<file path="config.mk">
export PLATFORM = sky130hd
export DESIGN_NAME = inst_fetch_queue
export DESIGN_NICKNAME = d
export VERILOG_FILES = /design/src/rtl/inst_fetch_queue.sv
export SDC_FILE = /design/constraint.sdc
export NUM_CORES = 1
export LEC_CHECK = 0
export ABC_AREA = 0
export ABC_CLOCK_PERIOD_IN_PS = 2800
export CORE_MARGIN = 1.5
export CORE_UTILIZATION = 50
export CTS_BUF_LIST = sky130_fd_sc_hd__clkbuf_4 sky130_fd_sc_hd__clkbuf_8
export DETAILED_ROUTE_END_ITERATION = 16
export PLACE_DENSITY = 0.78
export REMOVE_ABC_BUFFERS = 1
export SLEW_MARGIN = 25
export SYNTH_ARGS = -nofsm -noshare
export SYNTH_HDL_FRONTEND = slang
export SYNTH_SLANG_ARGS = --single-unit
</file>
<file path="constraint.sdc">
create_clock -name clk -period 2.8 [get_ports clk]
set_input_delay 0.56 -clock clk [delete_from_list [all_inputs] [get_ports clk]]
set_output_delay 0.56 -clock clk [all_outputs]
set_load 0.005 [all_outputs]
</file>
<file path="src/rtl/inst_fetch_queue.sv">
// inst_fetch_queue: prefetches from a synchronous instruction ROM into a small queue feeding decode.
// A fetch issues only when a slot is reserved for it, so pushes never find the queue full.
module inst_fetch_queue #(
  parameter int ADDR_W = 8,
  parameter int INST_W = 16,
  parameter int DEPTH = 4,
  parameter logic [ADDR_W-1:0] RESET_PC = '0
) (
  input  logic                     clk,
  input  logic                     rst,
  output logic [ADDR_W-1:0]        O_inst_addr,
  output logic                     O_fetch_en,
  input  logic [INST_W-1:0]        I_inst,
  input  logic                     I_redirect,
  input  logic [ADDR_W-1:0]        I_redirect_addr,
  output logic                     O_valid,
  output logic [INST_W-1:0]        O_inst,
  output logic [ADDR_W-1:0]        O_pc,
  input  logic                     I_ready,
  output logic [$clog2(DEPTH):0]   O_count
);
  localparam int PW = $clog2(DEPTH);
  localparam int CW = PW + 1;
  logic [ADDR_W-1:0] pc, inflight_addr;
  logic              inflight, push, pop;
  logic [PW-1:0]     wr_ptr, rd_ptr;
  logic [CW-1:0]     count;
  logic [INST_W-1:0] mem_inst [DEPTH];
  logic [ADDR_W-1:0] mem_pc [DEPTH];
  assign O_fetch_en = !rst && !I_redirect && (count + CW'(inflight) < CW'(DEPTH));
  assign O_inst_addr = pc;
  // A redirect squashes the word returning this cycle and overrides any pop
  assign push = inflight && !I_redirect;
  assign pop = O_valid && I_ready && !I_redirect;
  assign O_valid = count != '0;
  assign O_count = count;
  assign O_inst = mem_inst[rd_ptr];
  assign O_pc = mem_pc[rd_ptr];
  always_ff @(posedge clk or posedge rst)
    if (rst) begin
      pc <= RESET_PC;
      inflight <= 1'b0;
      inflight_addr <= '0;
      wr_ptr <= '0;
      rd_ptr <= '0;
      count <= '0;
    end else if (I_redirect) begin
      pc <= I_redirect_addr;
      inflight <= 1'b0;
      wr_ptr <= '0;
      rd_ptr <= '0;
      count <= '0;
    end else begin
      if (O_fetch_en) pc <= pc + ADDR_W'(1);
      inflight <= O_fetch_en;
      inflight_addr <= pc;
      if (push) wr_ptr <= wr_ptr + PW'(1);
      if (pop) rd_ptr <= rd_ptr + PW'(1);
      count <= count + CW'(push) - CW'(pop);
    end
  always_ff @(posedge clk)
    if (push) begin
      mem_inst[wr_ptr] <= I_inst;
      mem_pc[wr_ptr] <= inflight_addr;
    end
endmodule

</file>
==> metrics.csv, run 1 <==
metric;value;unit
status;complete, no violations;
CTS root buf;clkbuf_8;
synth top area cells;edfxtp_1 61%, dfrtp_1 13%, mux4_2 11%;
Leakage;0.002104;uW
Crit Path Category;reg -> out;
Routed WL;8132;um
chip height;100.4;um
CTS sink cnt;120;
CP max stage cell;clkdlybuf4s50_1;
CTS Hold Buffers Added;0;
Max Buffers Root-to-Sink;2;
Final Critical Period;2617;ps
Worst Max-Slew Pin Slew;559.4;ps
worst-path maximum fanout;6;
via count;2444;
Avg WL per Cell;17.27;um
Seq/Total Area, Yosys;73.38;%
largest net degree at the start of global routing;25;
Setup Viol. Count Final;0;
GR Overflow Total;0;
cell taking the most area after synthesis;edfxtp_1;
min-delay worst type;reg -> reg;
via density per instance;5.189;
Residual DRC;0;
Reg area;3485;um^2
initial antenna violation count;0;
maximum clock rate;382.1;MHz
Iteration-0 DRC Markers;118;
Skew-Pair Late Insertion Delay;420;ps
CP arrival;2060;ps
Rel. slew slack;62.66;%
Worst Skew;12.16;ps
# diodes;0;
max-cap violation count;0;
Area Growth Syn to Fin;26.75;%
number of CTS-inserted buffers;17;
peak supply drop;0.4598;mV
setup tns final;0;ps
Main synth FF type;edfxtp_1;
Rows;35;
global-route wire length before repair;13050;um
I/O pin count;65;
H-tree Lvls;4;
EDFF count, synth;96;
CP Launch Type;flop;
CTS tree;built;
Reg clk slew, reported paths;70;ps
number of port buffers;64;
post-layout net count;365;
CP Cell Sequence;a31o_4, a21oi_4, nor2b_1, clkdlybuf4s50_1;
share of the synthesized area in the top cell type;60.73;%
Detail Placement HPWL;5370;um
Power Density;799.6;nW/um^2
Synth Area per Inst;19.62;um^2
fin. max-slew vios;0;
Critical Path Sink Type;primary output;
YS warnings;0;
Placer Congestion;0.7316;
Antenna Violating Nets Remaining;0;
Starting Density;51.37;%
Die X;100.4;um
core area;9240;um^2
layout cells sized above 1;24.27;%
CP max stage delay;510;ps
DIE AREA;10090;um^2
area occupied by multi-input gates;1196;um^2
RSZ-0062 raised after global routing;false;
postcts setup bufs;0;
Final Hold Vio Count;0;
Post-synth ARST share;20.00;%
vias in the first global route;2603;
Filler cells;645;
Cell Area, Synth;4747;um^2
DRT Pass-1 Iters;5;
Netlist cell types;36;
Critical Path RT;2240;ps
synthesized flop and latch total;120;
GRT Overall Usage;17.80;%
Cells after Synth;242;
Final period util;93.47;%
overall power;4811;uW
## Yosys cell counts (2+ instances only)
library cell  count
and2_1            4
a21oi_1           2
dfrtp_1          24
nor2_1            8
nand2_1           7
buf_2             4
nor3_1            2
a22oi_1           2
buf_4             2
nor2b_1           6
o21ai_1           2
mux2i_1           3
nand4b_1          2
a21o_1            3
nand3_1           3
edfxtp_1         96
inv_1             7
mux4_2           24
ha_1              7
mux2_2            8
xor2_1            5
xnor2_1           4
clkbuf_1          4
## worst max-delay path, delay by kind of cell, from the launching register on
| family | cells | cell delay (ps) |
|---|---|---|
| buffers and inverters | 1 | 510 |
| flip-flops | 1 | 490 |
| AO/OA/AOI/OAI | 2 | 480 |
| AND/OR/NAND/NOR | 1 | 160 |
## cell usage in the layout (no fill, tap or decap), types with 4 or more instances in the layout
| cell | n |
|---|---|
| and2_1 | 4 |
| buf_4 | 13 |
| clkbuf_8 | 17 |
| clkdlybuf4s50_1 | 64 |
| clkinv_2 | 4 |
| dfrtp_1 | 23 |
| edfxtp_1 | 96 |
| ha_1 | 7 |
| inv_1 | 7 |
| mux2_2 | 8 |
| mux4_2 | 24 |
| nand2_1 | 7 |
| nor2_1 | 8 |
| nor2b_1 | 6 |
| xnor2_1 | 4 |
| xor2_1 | 5 |
## cell families after synthesis
logic type	count (synthesis)	synth area share [%]
compound gates	15	2.662
xor+xnor	9	1.660
fa+ha+maj	8	2.267
buf+inv	17	1.608
flops	120	73.38
mux	36	14.23
simple gates	37	4.191
## state kept, by name (all words and copies together) (netlist names)
| name | flops |
|---|---|
| O_count | 3 |
| wr_ptr | 2 |
| rd_ptr | 2 |
| O_inst_addr | 8 |
| inflight_addr | 8 |
| mem_pc | 32 |
| inflight | 1 |
| mem_inst | 64 |
## routing by layer
metal  wire length, um  track usage (%)
met1              3551            22.31
met2              4127            29.20
met3               360            5.850
met4                92            6.501
met5                 0                0
## what timing repair did
item                       4_1_cts  5_1_grt
gates resized for setup          0        2
hold endpoints to repair         0        0
setup endpoints to repair        0        3
## through the flow
| step | hold slack, ps | worst slack [ps] | instance area (um^2) | util, % | instances |
|---|---|---|---|---|---|
| after floorplan | 470.9 | 460.9 | 4697 | - | 232 |
| after global placement | 492.4 | 303.1 | 5605 | 60.66 | 439 |
| after detailed placement | 512.0 | 290.3 | 5605 | 60.66 | 439 |
| after CTS | 531.5 | 70.92 | 6005 | 64.98 | 471 |
| after global routing | 545.4 | 61.89 | 6017 | 65.12 | 471 |
| final | 529.0 | 183.0 | 6017 | 65.12 | 471 |
## final cells by class
class                   count  area share, %
clock buffers              18          4.013
clock inverters            14          2.620
inverters                   7         0.4367
multi-input cells         105          19.88
flip-flops and latches    120          57.91
well taps                 129          2.682
repair buffers             78          12.46
## report_power, final
group / total [uW] / switching (uW) / internal, uW
logic: 1080 / 402 / 676
registers: 2220 / 136 / 2080
clock network: 1520 / 640 / 878
total: 4810 / 1180 / 3630
## worst paths after layout
check | start | end | slack [ps] | depth (start not counted)
hold reg to reg | inflight_addr[7] | mem_pc[1][7] | 530 | 0
setup reg to reg | O_count[1] | O_count[2] | 470 | 10
min in group asynchronous | rst | O_count[0] | 690 | 2
setup / recovery | O_count[1] | O_fetch_en | 180 | 4
max in group asynchronous | rst | O_inst_addr[5] | 1560 | 3
hold / removal | inflight_addr[7] | mem_pc[1][7] | 530 | 0
No activity file was read; power rests on OpenSTA's default activity.
==> run 2: changes to the inputs <==
- CORE_MARGIN: 1.5 -> default
==> run 2 against run 1 <==
- critical endpoint is now O_pc[2]
- clock-buffer cell count up 4
- utilization up 0.65 points
- first-iteration DRC count down 39%
- largest cell class unchanged
==> metrics.csv, run 2 (synthesis gave the netlist of run 1 again) <==
metric;value;unit;change
status;complete, no violations;;
number of CTS-inserted buffers;17;;unchanged
Placer Congestion;0.7240;;-1.0%
max-cap violation count;0;;unchanged
Detail Placement HPWL;5472;um;+1.9%
CTS tree;built;;
Reg power frac;44.5;%;-1.6 points
worst r2r dst;O_count[2];;
via count;2470;;+1.1%
fin area;6048;um^2;+0.52%
area occupied by multi-input gates;1187;um^2;-0.73%
Biggest register;mem_inst;;
part of the power in combinational logic;21.8;%;-0.6 points
Antenna Violating Nets Remaining;0;;unchanged
Routed WL;8316;um;+2.3%
Residual DRC;0;;unchanged
Final Hold Vio Count;0;;unchanged
Rows;35;;unchanged
RSZ-0062 raised after global routing;false;;
fin. max-slew vios;0;;unchanged
hold_sp;inflight_addr[6];;
Max Buffers Root-to-Sink;2;;unchanged
CTS Hold Buffers Added;0;;unchanged
number of port buffers;64;;unchanged
worst r2r path cells;10;;unchanged
Reg clk slew, reported paths;60;ps;about the same
Die X;99.44;um;-1.0%
vias in the first global route;2597;;-0.23%
# diodes;0;;unchanged
post-layout net count;365;;unchanged
Hold Crit Endpoint;mem_pc[0][6];;
core area;9196;um^2;-0.47%
setup tns final;0;ps;unchanged
CP arrival;2120;ps;+60 ps
Critical Path Sink Type;primary output;;
DIE AREA;9887;um^2;-2.0%
Worst Skew;12.34;ps;+0.1809 ps
internal power;3807;uW;+4.8%
chip height;99.44;um;-1.0%
largest registers;mem_inst: 64 flops, mem_pc: 32 flops;;
layout cells sized above 1;24.85;%;+0.58 points
Filler cells;641;;-0.62%
Starting Density;51.62;%;+0.24 points
final core utilization;65.77;%;+0.65 points
max FFs per register;64;;unchanged
via density per instance;5.453;;+5.1%
CP Launch Type;flop;;
Avg WL per Cell;18.36;um;+6.3%
Final Critical Period;2678;ps;+60.84 ps
Iteration-0 DRC Markers;72;;-39%
GR Overflow Total;0;;unchanged
H-tree Lvls;4;;unchanged
hold_ws;522.3;ps;-6.687 ps
Rel. slew slack;68.11;%;+5.4 points
Setup Viol. Count Final;0;;unchanged
Worst Hold Path Cells;0;;unchanged
DRT Pass-1 Iters;4;;-1
highest-count cells in the layout ignoring fill and taps;96 x edfxtp_1, 64 x clkdlybuf4s50_1, 24 x mux4_2, 22 x dfrtp_1, 20 x clkbuf_8;;
Post-DP Area;5608;um^2;about the same
Final period util;95.64;%;+2.2 points
min-delay worst type;reg -> reg;;
CTS root buf;clkbuf_8;;
CP Cell Sequence;buf_4, mux4_2, clkdlybuf4s50_1;;
maximum clock rate;373.4;MHz;-2.3%
Sw Ratio;23.33;%;-1.2 points
Reg area;3486;um^2;about the same
global-route wire length before repair;13310;um;+2.0%
GRT Overall Usage;18.55;%;+0.76 points
Leakage;0.002137;uW;+1.6%
initial antenna violation count;0;;unchanged
power share of the clock group;33.7;%;+2.2 points
Critical Path RT;2240;ps;about the same
overall power;4966;uW;+3.2%
Skew-Pair Late Insertion Delay;420;ps;about the same
Worst Max-Slew Pin Slew;477.9;ps;-81.54 ps
worst-path maximum fanout;15;;+9
CP max stage cell;mux4_2;;
CTS sink cnt;120;;unchanged
CP max stage delay;560;ps;+50 ps
Power Density;821.1;nW/um^2;+2.7%
largest net degree at the start of global routing;23;;-8.0%
FF-to-FF Start;O_count[0];;
peak supply drop;0.4373;mV;-4.9%
switching power total;1159;uW;-1.7%
Crit Path Category;reg -> out;;
I/O pin count;65;;unchanged
FF-to-FF setup slack;560;ps;+90 ps
commonest non-fill, non-tap cell in the layout;edfxtp_1;;
Area Growth Syn to Fin;27.41;%;
run 2: cell count changes in the layout (fill, tap and decap cells not counted), sizes merged:
| cell | change |
|---|---|
| clkinv | -2 |
| bufinv | +1 |
| clkinvlp | -3 |
| clkbuf | +4 |
run 2: metrics by stage:
stage	cells	setup WS, ps
after CTS	453	49.48
final	453	122.1
after global placement	421	301.3
after floorplan	232	460.9
after detailed placement	421	290.9
after global routing	453	19.15
run 2: worst max path at each step:
stage               slack (ps)  startpoint  cells after the start         end
global placement           300         rst                      4  O_fetch_en
global route                20   rd_ptr[0]                      3     O_pc[2]
finish                     120   rd_ptr[0]                      3     O_pc[2]
CTS                         50   rd_ptr[0]                      3     O_pc[2]
floorplan                  460   rd_ptr[0]                      1   O_inst[0]
detailed placement         290  I_redirect                     10  O_count[2]
run 2: power groups by stage:
stage | logic, uW | registers [uW] | clock network (uW)
detailed placement | 1100 | 2250 | 0
floorplan | 500 | 2280 | 0
global route | 1170 | 2230 | 1790
CTS | 1100 | 2210 | 1710
global placement | 1080 | 2240 | 0
finish | 1080 | 2210 | 1680
run 2: area by class of cell:
class / count / area share, %
multi-input cells: 105 / 19.63
clock buffers: 22 / 4.799
inverters: 7 / 0.4344
repair buffers: 78 / 12.74
clock inverters: 10 / 2.462
flip-flops and latches: 120 / 57.63
well taps: 111 / 2.296
run 2: critical path: cells and delay by family (launching register included):
family / cells / cell delay [ps]
muxes: 1 / 560
DFF: 1 / 350
buffers and inverters: 2 / 790
run 2: routing by layer:
metal	part of all wire (%)	GRT usage [%]	vias to the layer above
met1	43	23.12	1250
met2	50	30.02	78
met3	5.9	7.168	14
met4	1.5	6.222	0
li1	-	-	1128
met5	0	0	-
run 2: what timing repair did:
item / CTS / global route
gates resized for setup: 0 / 1
buffers inserted: 0 / 0
endpoints found under the setup margin: 0 / 1
==> run 3: changes to the inputs <==
- SETUP_SLACK_MARGIN: default -> 0.02
==> run 3 against run 2 <==
- first-iteration DRC count unchanged
- die area did not move
- utilization is essentially flat
- clock-buffer cell count unchanged
- cell area is essentially flat
- total power rose by 0.11%
- setup slack gained 38 ps
- combinational power hardly changed
==> metrics.csv, run 3 (synthesis gave the netlist of run 1 again) <==
metric;value;unit;change
I/O pin count;65;;unchanged
Skew-Pair Late Insertion Delay;420;ps;about the same
GRT Overall Usage;18.55;%;unchanged
CP arrival;2080;ps;-40 ps
via density per instance;5.446;;-0.12%
H-tree Lvls;4;;unchanged
power share of the clock group;33.7;%;about the same
worst r2r path cells;10;;unchanged
Setup Viol. Count Final;0;;unchanged
via count;2467;;-0.12%
final worst slack;160.0;ps;+37.86 ps
setup tns final;0;ps;unchanged
Leakage;0.002137;uW;about the same
fin cells;453;;unchanged
max-cap violation count;0;;unchanged
DRT Pass-1 Iters;4;;unchanged
DIE AREA;9887;um^2;unchanged
Biggest register;mem_inst;;
RSZ-0062 raised after global routing;false;;
core area;9196;um^2;unchanged
number of port buffers;64;;unchanged
CTS tree;built;;
Die X;99.44;um;unchanged
Critical Path RT;2240;ps;about the same
Final Hold Vio Count;0;;unchanged
Reg clk slew, reported paths;60;ps;about the same
CP Launch Type;flop;;
GR Overflow Total;0;;unchanged
Worst Max-Slew Pin Slew;477.9;ps;+0.0005960 ps
highest-count cells in the layout ignoring fill and taps;96 x edfxtp_1, 64 x clkdlybuf4s50_1, 24 x mux4_2, 22 x dfrtp_1, 20 x clkbuf_8;;
initial antenna violation count;0;;unchanged
Worst Skew;12.35;ps;+0.01680 ps
largest net degree at the start of global routing;23;;unchanged
internal power;3812;uW;+0.12%
CTS Hold Buffers Added;0;;unchanged
Avg WL per Cell;18.35;um;about the same
Detail Placement HPWL;5472;um;unchanged
DP Cell Count;421;;unchanged
min-delay worst type;reg -> reg;;
postcts setup bufs;0;;unchanged
Hold Crit Endpoint;mem_pc[0][6];;
Area Growth Syn to Fin;27.49;%;about the same
Reg power frac;44.5;%;about the same
Placer Congestion;0.7240;;unchanged
Crit Path Category;reg -> out;;
overall power;4971;uW;+0.11%
Final period util;94.29;%;-1.4 points
post-layout net count;365;;unchanged
max FFs per register;64;;unchanged
commonest non-fill, non-tap cell in the layout;edfxtp_1;;
Antenna Violating Nets Remaining;0;;unchanged
Routed WL;8313;um;about the same
switching power total;1159;uW;about the same
Iteration-0 DRC Markers;72;;unchanged
CTS root buf;clkbuf_8;;
worst-path maximum fanout;11;;-4
Max Buffers Root-to-Sink;2;;unchanged
part of the power in combinational logic;21.8;%;about the same
largest registers;mem_inst: 64 flops, mem_pc: 32 flops;;
Rel. slew slack;68.11;%;about the same
Sw Ratio;23.32;%;about the same
Residual DRC;0;;unchanged
chip height;99.44;um;unchanged
Final Critical Period;2640;ps;-37.86 ps
Critical Path Sink Type;primary output;;
worst r2r dst;O_count[2];;
vias in the first global route;2597;;unchanged
fin. max-slew vios;0;;unchanged
final core utilization;65.81;%;about the same
global-route wire length before repair;13310;um;unchanged
maximum clock rate;378.8;MHz;+1.4%
Power Density;821.4;nW/um^2;about the same
pre-CTS WS;290.9;ps;unchanged
FF-to-FF Start;O_count[0];;
FF-to-FF setup slack;560;ps;about the same
Rows;35;;unchanged
CTS sink cnt;120;;unchanged
number of CTS-inserted buffers;17;;unchanged
Starting Density;51.62;%;unchanged
peak supply drop;0.4373;mV;about the same
hold_sp;inflight_addr[6];;
status;complete, no violations;;
layout cells sized above 1;24.85;%;unchanged
Worst Hold Path Cells;0;;unchanged
# diodes;0;;unchanged
[run 3: cell counts in the layout (fill, tap and decap cells not counted)]
Identical to the previous run, type by type.
[run 3: cell type report]
class	count	area, um^2
repair buffers	78	774.5
clock buffers	22	290.3
fillers	641	3144
multi-input cells	105	1187
well taps	111	138.9
flip-flops and latches	120	3486
clock inverters	10	148.9
inverters	7	26.28
[run 3: worst max path at each step]
stage,from,end,slack (ps),cells after the start
global placement,rst,O_fetch_en,300,4
finish,rd_ptr[0],O_pc[3],160,3
global route,inflight,O_fetch_en,20,4
detailed placement,I_redirect,O_count[2],290,10
floorplan,rd_ptr[0],O_inst[0],460,1
CTS,rd_ptr[0],O_pc[2],50,3
[run 3: worst max-delay path, stage by stage, from the launching register on]
cell and delay, ps:
dfrtp_2 360, buf_4 260, mux4_2 540, clkdlybuf4s50_1 500
[run 3: power by group through the flow]
stage	Combinational [uW]	Sequential, uW	Clock [uW]
after floorplan	500	2280	0
after global placement	1080	2240	0
after detailed placement	1100	2250	0
after CTS	1100	2210	1710
after global routing	1170	2230	1790
final	1090	2210	1680
[run 3: through the flow]
stage	instance area (um^2)	hold WS, ps
detailed placement	5608	515.4
global route	6052	546.7
global placement	5608	493.3
floorplan	4697	470.9
CTS	6047	529.2
finish	6052	522.3
[run 3: routing by layer]
metal | track usage, % | vias up | wire length (um)
met1 | 23.12 | 1248 | 3551
met5 | 0 | - | 0
met2 | 30.02 | 78 | 4146
li1 | - | 1128 | -
met3 | 7.168 | 13 | 491
met4 | 6.222 | 0 | 124
[run 3: repair_timing]
action / in CTS / in global routing
endpoints found under the hold margin: 0 / 0
resized for setup: 0 / 2
setup endpoints to repair: 0 / 2
